===== config.mk =====
export PLATFORM = sky130hd
export DESIGN_NAME = conv_controller_cfg
export DESIGN_NICKNAME = d
export VERILOG_FILES = /design/src/rtl/conv_controller_cfg.sv
export SDC_FILE = /design/constraint.sdc
export NUM_CORES = 1
export LEC_CHECK = 0
export ABC_AREA = 1
export CELL_PAD_IN_SITES_DETAIL_PLACEMENT = 0
export CELL_PAD_IN_SITES_GLOBAL_PLACEMENT = 1
export CORE_MARGIN = 2
export CORE_UTILIZATION = 41
export CTS_CLUSTER_SIZE = 25
export DETAILED_ROUTE_END_ITERATION = 10
export PLACE_DENSITY = 0.93
export SLEW_MARGIN = 20
export SYNTH_ARGS = -nofsm -noshare
export SYNTH_HDL_FRONTEND = slang
export SYNTH_SLANG_ARGS = --single-unit

===== constraint.sdc =====
create_clock -name clk -period 3.1 [get_ports clk]
set_input_delay 0.62 -clock clk [delete_from_list [all_inputs] [get_ports clk]]
set_output_delay 0.62 -clock clk [all_outputs]
set_load 0.01 [all_outputs]

===== src/rtl/conv_controller_cfg.sv =====
// Runtime-configurable KxK convolution sequencer.
// Loop order (outermost first): x, y, ch_in, ch_out, k_v, k_h.
// Advances one tap per a/b operand handshake. Drives the MAC datapath and
// the partial-sum memory, and presents finished output pixels under a
// valid/ready handshake. A stalled output pixel holds off operand intake.
//
// state  | meaning
// -------+------------------------------------------------------------
// IDLE   | waiting for start; a rejected start pulses cfg_error
// RUN    | accepting operand handshakes, one tap per step
// DRAIN  | all steps taken; waiting for the final output handshake
// DONE   | one-cycle done pulse, then back to IDLE
module conv_controller_cfg #(
   parameter int LOG2_OF_MEM_HEIGHT = 20,
   parameter int CNT_WIDTH          = 16,
   parameter int KS_WIDTH           = 4
) (
   input  logic                          clk,
   input  logic                          arst_n_in,
   input  logic                          start,
   input  logic                          abort,
   input  logic [CNT_WIDTH-1:0]          cfg_width,
   input  logic [CNT_WIDTH-1:0]          cfg_height,
   input  logic [CNT_WIDTH-1:0]          cfg_ch_in,
   input  logic [CNT_WIDTH-1:0]          cfg_ch_out,
   input  logic [KS_WIDTH-1:0]           cfg_kernel_size,
   output logic                          running,
   output logic                          done,
   output logic                          cfg_error,
   input  logic                          a_valid,
   input  logic                          b_valid,
   output logic                          a_ready,
   output logic                          b_ready,
   output logic                          write_a,
   output logic                          write_b,
   output logic                          mac_valid,
   output logic                          mac_accumulate_internal,
   output logic                          mac_accumulate_with_0,
   output logic                          mem_re,
   output logic [LOG2_OF_MEM_HEIGHT-1:0] mem_read_addr,
   output logic                          mem_we,
   output logic [LOG2_OF_MEM_HEIGHT-1:0] mem_write_addr,
   output logic                          output_valid,
   input  logic                          output_ready,
   output logic [CNT_WIDTH-1:0]          output_x,
   output logic [CNT_WIDTH-1:0]          output_y,
   output logic [CNT_WIDTH-1:0]          output_ch
);

   typedef enum logic [1:0] {
      S_IDLE  = 2'd0,
      S_RUN   = 2'd1,
      S_DRAIN = 2'd2,
      S_DONE  = 2'd3
   } state_t;

   localparam logic [CNT_WIDTH-1:0] ONE = CNT_WIDTH'(1);

   state_t state_q, state_d;

   // latched configuration
   logic [CNT_WIDTH-1:0] w_q, h_q, cin_q, cout_q;
   logic [KS_WIDTH-1:0]  k_q;

   // loop counters
   logic [CNT_WIDTH-1:0] x_q, y_q, ci_q, co_q, kv_q, kh_q;

   // MAC / memory pipeline stage
   logic                          mac_valid_q, with_0_q, internal_q, mem_we_q;
   logic [LOG2_OF_MEM_HEIGHT-1:0] mem_waddr_q;
   logic                          cfg_error_q;

   // output pixel register
   logic                 ov_q, ov_d;
   logic [CNT_WIDTH-1:0] ox_q, oy_q, och_q;

   logic cfg_ok, accept, ab_ready, step;
   logic [CNT_WIDTH-1:0] k_last;
   logic kh_wrap, kv_wrap, co_wrap, ci_wrap, y_wrap, x_wrap;
   logic c_kv, c_co, c_ci, c_y, c_x, last_step;
   logic first_tap, last_tap, out_set;

   assign cfg_ok = (cfg_width != '0) && (cfg_height != '0) && (cfg_ch_in != '0) &&
                   (cfg_ch_out != '0) && (cfg_kernel_size != '0);
   assign accept = (state_q == S_IDLE) && start && cfg_ok && !abort;

   // operands are held off only while a finished pixel waits on the consumer
   assign ab_ready = (state_q == S_RUN) && !(ov_q && !output_ready);
   assign step     = a_valid && b_valid && ab_ready;

   assign k_last  = CNT_WIDTH'(k_q) - ONE;
   assign kh_wrap = (kh_q == k_last);
   assign kv_wrap = (kv_q == k_last);
   assign co_wrap = (co_q == cout_q - ONE);
   assign ci_wrap = (ci_q == cin_q - ONE);
   assign y_wrap  = (y_q == h_q - ONE);
   assign x_wrap  = (x_q == w_q - ONE);

   // carry into each counter: all inner counters wrap on this step
   assign c_kv      = kh_wrap;
   assign c_co      = c_kv && kv_wrap;
   assign c_ci      = c_co && co_wrap;
   assign c_y       = c_ci && ci_wrap;
   assign c_x       = c_y && y_wrap;
   assign last_step = c_x && x_wrap;

   assign first_tap = (kv_q == '0) && (kh_q == '0);
   assign last_tap  = kh_wrap && kv_wrap;
   assign out_set   = step && last_tap && ci_wrap;

   // state register
   always_ff @(posedge clk or negedge arst_n_in) begin
      if (!arst_n_in) state_q <= S_IDLE;
      else            state_q <= state_d;
   end

   // next-state logic; abort overrides every other event
   always_comb begin
      state_d = state_q;
      if (abort) begin
         state_d = S_IDLE;
      end else begin
         case (state_q)
            S_IDLE:  if (accept) state_d = S_RUN;
            S_RUN:   if (step && last_step) state_d = S_DRAIN;
            S_DRAIN: if (ov_q && output_ready) state_d = S_DONE;
            S_DONE:  state_d = S_IDLE;
            default: state_d = S_IDLE;
         endcase
      end
   end

   // output decode
   always_comb begin
      running                 = (state_q != S_IDLE);
      done                    = (state_q == S_DONE);
      cfg_error               = cfg_error_q;
      a_ready                 = ab_ready;
      b_ready                 = ab_ready;
      write_a                 = step;
      write_b                 = step;
      mac_valid               = mac_valid_q;
      mac_accumulate_with_0   = with_0_q;
      mac_accumulate_internal = internal_q;
      mem_re                  = step && first_tap && (ci_q != '0);
      mem_read_addr           = LOG2_OF_MEM_HEIGHT'(co_q);
      mem_we                  = mem_we_q;
      mem_write_addr          = mem_waddr_q;
      output_valid            = ov_q;
      output_x                = ox_q;
      output_y                = oy_q;
      output_ch               = och_q;
   end

   // cfg latch and nested loop counters
   always_ff @(posedge clk or negedge arst_n_in) begin
      if (!arst_n_in) begin
         w_q <= '0; h_q <= '0; cin_q <= '0; cout_q <= '0; k_q <= '0;
         x_q <= '0; y_q <= '0; ci_q <= '0; co_q <= '0; kv_q <= '0; kh_q <= '0;
      end else if (abort) begin
         x_q <= '0; y_q <= '0; ci_q <= '0; co_q <= '0; kv_q <= '0; kh_q <= '0;
      end else if (accept) begin
         w_q    <= cfg_width;
         h_q    <= cfg_height;
         cin_q  <= cfg_ch_in;
         cout_q <= cfg_ch_out;
         k_q    <= cfg_kernel_size;
         x_q <= '0; y_q <= '0; ci_q <= '0; co_q <= '0; kv_q <= '0; kh_q <= '0;
      end else if (step) begin
         kh_q <= kh_wrap ? '0 : kh_q + ONE;
         if (c_kv) kv_q <= kv_wrap ? '0 : kv_q + ONE;
         if (c_co) co_q <= co_wrap ? '0 : co_q + ONE;
         if (c_ci) ci_q <= ci_wrap ? '0 : ci_q + ONE;
         if (c_y)  y_q  <= y_wrap  ? '0 : y_q + ONE;
         if (c_x)  x_q  <= x_wrap  ? '0 : x_q + ONE;
      end
   end

   // MAC qualifiers and write-back, aligned with the registered operands
   always_ff @(posedge clk or negedge arst_n_in) begin
      if (!arst_n_in) begin
         mac_valid_q <= 1'b0;
         with_0_q    <= 1'b0;
         internal_q  <= 1'b0;
         mem_we_q    <= 1'b0;
         mem_waddr_q <= '0;
         cfg_error_q <= 1'b0;
      end else begin
         mac_valid_q <= step && !abort;
         with_0_q    <= step && !abort && first_tap && (ci_q == '0);
         internal_q  <= step && !abort && !first_tap;
         mem_we_q    <= step && !abort && last_tap && !ci_wrap;
         if (step) mem_waddr_q <= LOG2_OF_MEM_HEIGHT'(co_q);
         cfg_error_q <= (state_q == S_IDLE) && start && !cfg_ok && !abort;
      end
   end

   // output pixel valid: set by a completing step, cleared on acceptance
   always_comb begin
      ov_d = ov_q;
      if (abort)             ov_d = 1'b0;
      else if (out_set)      ov_d = 1'b1;
      else if (output_ready) ov_d = 1'b0;
   end

   // output pixel register; coordinates only change when a new pixel is set
   always_ff @(posedge clk or negedge arst_n_in) begin
      if (!arst_n_in) begin
         ov_q  <= 1'b0;
         ox_q  <= '0;
         oy_q  <= '0;
         och_q <= '0;
      end else begin
         ov_q <= ov_d;
         if (out_set && !abort) begin
            ox_q  <= x_q;
            oy_q  <= y_q;
            och_q <= co_q;
         end
      end
   end

endmodule


==> results of run 1 <==
worst max-delay path: stages, from the launching register on:
cell and delay (ns):
dfrtp_1 0.41, inv_1 0.12, ha_1 0.25, nand2_1 0.11, nor2_2 0.25, clkdlybuf4s50_1 0.60
metrics by stage:
stage	worst slack [ns]	hold slack, ns	power, µW	setup TNS (ns)	cells
after floorplan	0.7663	0.3244	7306	0	1965
after global placement	0.01382	0.4648	8461	0	2574
final	0.2075	0.06558	12040	0	2626
after CTS	0.1718	0.07566	12110	0	2625
after detailed placement	-0.005741	0.4657	8561	-0.005741	2574
after global routing	0.01817	0.09180	13010	0	2626
cell type report:
class	instances	area, µm²
clock buffer	34	772.0
timing repair buffer	220	2236
clock inverter	15	222.7
inverter	217	817.0
sequential	236	5906
fill	3382	16660
antenna	1	2.502
multi-input combinational	1448	7187
tap	455	569.3
synth_stat cells (all sizes together):
master | n | area, µm²
o21a | 3 | 22.52
nand3b | 12 | 90.09
clkinv | 5 | 18.77
nand4 | 50 | 334.1
a211oi | 1 | 7.510
dfrtp | 236 | 5906
nor3 | 50 | 250.2
xnor3 | 2 | 45.04
and2 | 1 | 6.260
a21o | 3 | 22.52
nor4 | 19 | 118.9
o21bai | 2 | 15.01
xnor2 | 23 | 201.4
nand3 | 120 | 650.6
ha | 19 | 237.7
nor2 | 247 | 992.2
clkbuf | 30 | 113.9
nand2 | 556 | 2097
buf | 34 | 236.5
o31ai | 3 | 22.52
inv | 212 | 795.8
o22ai | 12 | 75.07
o311ai | 1 | 8.760
or2 | 9 | 56.31
conb | 1 | 3.750
and3 | 3 | 18.77
a21oi | 38 | 190.2
xor2 | 91 | 797.0
a22oi | 1 | 7.510
o21ai | 174 | 882.1
worst max path at each step:
stage / to / slack [ns] / startpoint / cells after the start
floorplan: x_q[9]$_DFFE_PN0P_ / 0.77 / k_q[0]$_DFFE_PN0P_ / 15
global placement: x_q[11]$_DFFE_PN0P_ / 0.01 / cfg_height[1] / 16
detailed placement: x_q[11]$_DFFE_PN0P_ / -0.006 / cfg_height[1] / 16
CTS: write_a / 0.17 / state_q[1]$_DFFE_PN0P_ / 5
global route: x_q[13]$_DFFE_PN0P_ / 0.02 / k_q[0]$_DFFE_PN0P_ / 17
finish: write_b / 0.21 / state_q[1]$_DFFE_PN0P_ / 5
kinds of logic after synthesis:
logic type,Yosys count,share of synthesized area
buf+inv,281,0.08190
fa+ha+maj,19,0.01671
simple gates,1067,0.3244
compound gates,238,0.08814
xor+xnor,116,0.07336
flops,236,0.4152
other cells,1,0.0002636
report_power, final:
group	leakage [µW]	switching [µW]	internal (µW)	total (µW)
Sequential	0.00319	488	3550	4040
Clock	0.000483	1310	2180	3490
Combinational	0.00436	2780	1740	4510
Total	0.00803	4570	7470	12000
what timing repair did:
| item | in CTS | in global routing |
|---|---|---|
| pin swaps | 1 | 0 |
| resized for setup | 2 | 1 |
| endpoints found under the setup margin | 1 | 3 |
| setup buffers | 2 | 0 |
metal layers:
metal	vias to the layer above	track usage	wire length (µm)
li1	6658	-	-
met1	6233	0.3029	18040
met2	367	0.3477	17540
met3	52	0.03404	2236
met4	0	0.06231	1005
met5	-	0	0
cell usage in the layout, fill, tap and decap left out, types with 5 or more instances in the layout:
cell type / instances
a21oi_1: 38
buf_12: 13
buf_4: 40
bufinv_16: 5
clkbuf_16: 27
clkbuf_8: 7
clkdlybuf4s50_1: 165
clkinv_1: 5
conb_1: 8
dfrtp_1: 236
ha_1: 19
inv_1: 200
inv_2: 11
nand2_1: 554
nand3_1: 113
nand3b_1: 12
nand4_1: 48
nor2_1: 229
nor2_2: 14
nor3_1: 50
nor4_1: 19
o21ai_0: 134
o21ai_1: 39
o22ai_1: 12
or2_2: 6
xnor2_1: 23
xor2_1: 91
==> run summary, run 1 <==
Placement
• 167 — total of buffers placed on input and output ports
• 30000 µm — dpl hpwl
• 16700 µm² — area after detailed placement
• 0.8885 — placer's final routability congestion estimate

Status
• complete, no violations — result of the run

Detailed routing
• 38820 µm — DRT Wirelength
• 0 — drc violations
• 0 — post-route ant nets
• 6 — TritonRoute pass-1 iters
• 845 — Detailed Route Iter0 Violations
• 14.78 µm — mean routed wirelength per cell
• 13310 — total via count in the routed design
• 5.069 — via-per-instance ratio

CTS
• 0.54 ns — later-pin clock latency in the skew report
• 3 — maximum clock insertion buffer count
• 236 — number of clock sinks
• done — CTS tree
• clkbuf_16 — Root Buffer
• 1 — H-tree depth
• 27 — TritonCTS Buffers
• 0.06 ns — clock-pin slew on the worst setup and hold paths
• 0 — CTS Hold Buffers Added

STA
• 0.9331 — share of the clock period used by the worst path
• 0.6071 ns — slew of the pin with the lowest slew margin
• 345.7 MHz — upper clock frequency limit
• 0.009721 ns — Max Clock Skew
• 0 — # setup viols final
• 2.892 ns — minimum period implied by the final worst setup slack
• 0 — final hold violations
• 0.5952 — Worst slew margin
• 0 — final max-slew violation count
• no — setup repair after global routing missed its margin

Floorplanning
• 190.3 µm — Chip Height
• 190.3 µm — Die Span X
• 0.4138 — initial standard-cell utilization of the core
• 176 — number of I/O pins
• 68 — standard-cell rows
• 34370 µm² — core area
• 36200 µm² — area enclosed by the die boundary

Power
• 679.7 nW/µm² — Pwr Density
• 0.008032 µW — Pleak
• 435.4 µV — worst voltage drop across the vdd grid

Worst setup path
• 0.28 ns — worst reg2reg setup slack
• ci_q[6]$_DFFE_PN0P_ — endpoint of the most critical register-to-register path
• k_q[0]$_DFFE_PN0P_ — startpoint of the worst register-to-register path
• 2.27 ns — WP data arrival
• reg2out — type of the worst setup path
• 5 — Crit Path Max Fanout
• flip-flop — startpoint types
• output pin — Worst Setup End Kind
• 15 — cell count of the worst reg-to-reg path
• 2.48 ns — data required time of the worst path

Logic synthesis
• 14220 µm² — post-synthesis instance area
• 1958 — gate count of the mapped netlist
• 236 — Seq cells post-synth
• 7.264 µm² — post-synthesis average cell area
• 46 — number of distinct library cells after synthesis
• 0.4152 — sequential-to-total area share from yosys stat
• 0 — number of warnings reported in the yosys synthesis log

Final layout
• 17710 µm² — cell area after layout
• 0.5153 — fraction of the core area covered by cells at the end of the flow
• 2244 — Nets
• 0.06959 — ratio of cells with drive above 1 in the final layout
• 24.53% — P&R area growth vs syn

Global route
• 0 — total congestion overflow after global routing
• 81 — largest net degree at the start of global routing
• 0.2165 — Total Routing Usage GR
• 12650 — via count of the first global-routing pass
• 63710 µm — global-route wire length before repair
• 1 — number of antenna violations at the first check in global routing

Min path
• in2async — worst min path class

Flow run
• 0 — max-cap viol count

No activity file was read; power rests on OpenSTA's default activity.
==> inputs of run 2 (changes only) <==
SKIP_CTS_REPAIR_TIMING = 1   (was not set)
SLEW_MARGIN = not set   (was 20)
==> run 2 against run 1 <==
Utilization about the same. First-iteration DRC count decreased by 0.59%. Clock-buffer cell count unchanged. Clock power about the same. Combinational power about the same. Fmax increased by 0.60%. Critical path depth unchanged. Final area about the same. Highest routed layer unchanged.
==> run summary, run 2 (synthesis gave the netlist of run 1 again) <==
STA
• 0 — final hold violations, unchanged
• 0 — # setup viols final, unchanged
• 0.5943 — Worst slew margin, -0.0009890
• no — setup repair after global routing missed its margin
• 0.2247 ns — worst setup margin, +0.01718 ns
• 0.9275 — share of the clock period used by the worst path, -0.005543
• 0 — final max-slew violation count, unchanged
• 0.6086 ns — slew of the pin with the lowest slew margin, +0.001483 ns
• 0.009147 ns — Max Clock Skew, -0.0005734 ns
• 347.8 MHz — upper clock frequency limit, +0.60%
• 2.875 ns — minimum period implied by the final worst setup slack, -0.01718 ns

Placement
• 30000 µm — dpl hpwl, unchanged
• 2574 — placed cell count, unchanged
• -0.005741 ns — pre-CTS setup slack, unchanged
• 167 — total of buffers placed on input and output ports, unchanged
• 0.8885 — placer's final routability congestion estimate, unchanged

Global route
• 81 — largest net degree at the start of global routing, unchanged
• 1 — number of antenna violations at the first check in global routing, unchanged
• 0 — total congestion overflow after global routing, unchanged
• 12650 — via count of the first global-routing pass, unchanged
• 0.2162 — Total Routing Usage GR, -0.0003188
• 63600 µm — global-route wire length before repair, -0.16%

Power
• 434.6 µV — worst voltage drop across the vdd grid, -0.17%
• 680.0 nW/µm² — Pwr Density, about the same
• 0.008033 µW — Pleak, about the same
• 12040 µW — Final Total Pwr, about the same

Detailed routing
• 38750 µm — DRT Wirelength, -0.19%
• 14.77 µm — mean routed wirelength per cell, -0.11%
• 0 — drc violations, unchanged
• 5.062 — via-per-instance ratio, -0.13%
• 13283 — total via count in the routed design, -0.20%
• 840 — Detailed Route Iter0 Violations, -0.59%
• 5 — TritonRoute pass-1 iters, -1
• 0 — post-route ant nets, unchanged

Worst setup path
• 17 — cell count of the worst reg-to-reg path, +2
• 2.26 ns — WP data arrival, about the same
• 5 — Crit Path Max Fanout, unchanged
• reg2out — type of the worst setup path
• 2.48 ns — data required time of the worst path, about the same
• flip-flop — startpoint types
• output pin — Worst Setup End Kind

CTS
• clkbuf_16 — Root Buffer
• 236 — number of clock sinks, unchanged
• 1 — H-tree depth, unchanged
• 0.06 ns — clock-pin slew on the worst setup and hold paths, about the same
• 27 — TritonCTS Buffers, unchanged
• 3 — maximum clock insertion buffer count, unchanged
• 0.54 ns — later-pin clock latency in the skew report, about the same
• done — CTS tree

Final layout
• 0.06919 — ratio of cells with drive above 1 in the final layout, -0.0003971
• 2624 — final standard cell count with taps included and fillers excluded, -0.076%
• nand2_1, dfrtp_1, nor2_1, inv_1, clkdlybuf4s50_1 — commonest cells after routing, fill and taps aside
• 24.45% — P&R area growth vs syn, about the same
• nand2_1 — most common cell after layout, fill and taps aside
• 0.5150 — fraction of the core area covered by cells at the end of the flow, about the same
• 2242 — Nets, -0.089%

Floorplanning
• 34370 µm² — core area, unchanged
• 176 — number of I/O pins, unchanged
• 190.3 µm — Chip Height, unchanged
• 36200 µm² — area enclosed by the die boundary, unchanged
• 190.3 µm — Die Span X, unchanged
• 0.4138 — initial standard-cell utilization of the core, unchanged
• 68 — standard-cell rows, unchanged

Status
• complete, no violations — result of the run

Flow run
• 0 — max-cap viol count, unchanged

Min path
• in2async — worst min path class

==> run 2: cell types whose count changed in the layout (fill, tap and decap cells not counted), sizes merged <==
cell | before | now
dlygate4sd2 | 1 | 0
dlymetal6s2s | 0 | 1
buf | 54 | 52
==> run 2: final timing paths <==
| check | end | slack (ns) | startpoint |
|---|---|---|---|
| min | output_ch[1]$_DFFE_PN0P_ | 0.07 | arst_n_in |
| min reg2reg | output_x[14]$_DFFE_PN0P_ | 0.47 | output_x[14]$_DFFE_PN0P_ |
| max | write_b | 0.22 | state_q[1]$_DFFE_PN0P_ |
| max in group asynchronous | w_q[13]$_DFFE_PN0P_ | 2.23 | arst_n_in |
| max reg2reg | ci_q[6]$_DFFE_PN0P_ | 0.26 | k_q[0]$_DFFE_PN0P_ |
| min in group clk | output_x[14]$_DFFE_PN0P_ | 0.47 | output_x[14]$_DFFE_PN0P_ |
==> run 2: layout make-up <==
cell class	count	area, µm²
Fill cell	3383	16670
Multi-Input combinational cell	1448	7187
Sequential cell	236	5907
Timing Repair Buffer	218	2225
Inverter	217	817.0
Clock buffer	34	772.0
Tap cell	455	569.3
Clock inverter	15	222.7
Antenna cell	1	2.502
==> run 2: power breakdown <==
part	internal, µW	switching (µW)
logic	1740	2770
registers	3550	489
clock network	2180	1310
==> run 2: routing by layer <==
metal  vias to the layer above  track usage  part of all wire
met3                        52      0.03404             0.059
met1                      6215       0.3025              0.46
met5                         -            0                 0
li1                       6658            -                 -
met4                         0      0.06380             0.026
met2                       358       0.3464              0.45
==> run 2: stage by stage <==
stage          setup TNS, ns  instance area (µm²)  hold WS [ns]
5_1_grt                    0                17700       0.09180
6_report                   0                17700       0.06701
3_3_place_gp               0                16700        0.4648
4_1_cts             -0.06491                17690       0.07566
3_5_place_dp       -0.005741                16700        0.4657
2_1_floorplan              0                14250        0.3244
==> run 2: critical path, cell delays in order, from the launching register on <==
cell and delay, ns:
dfrtp_1 0.41, inv_1 0.12, ha_1 0.24, nand2_1 0.11
nor2_2 0.24, clkdlybuf4s50_1 0.59
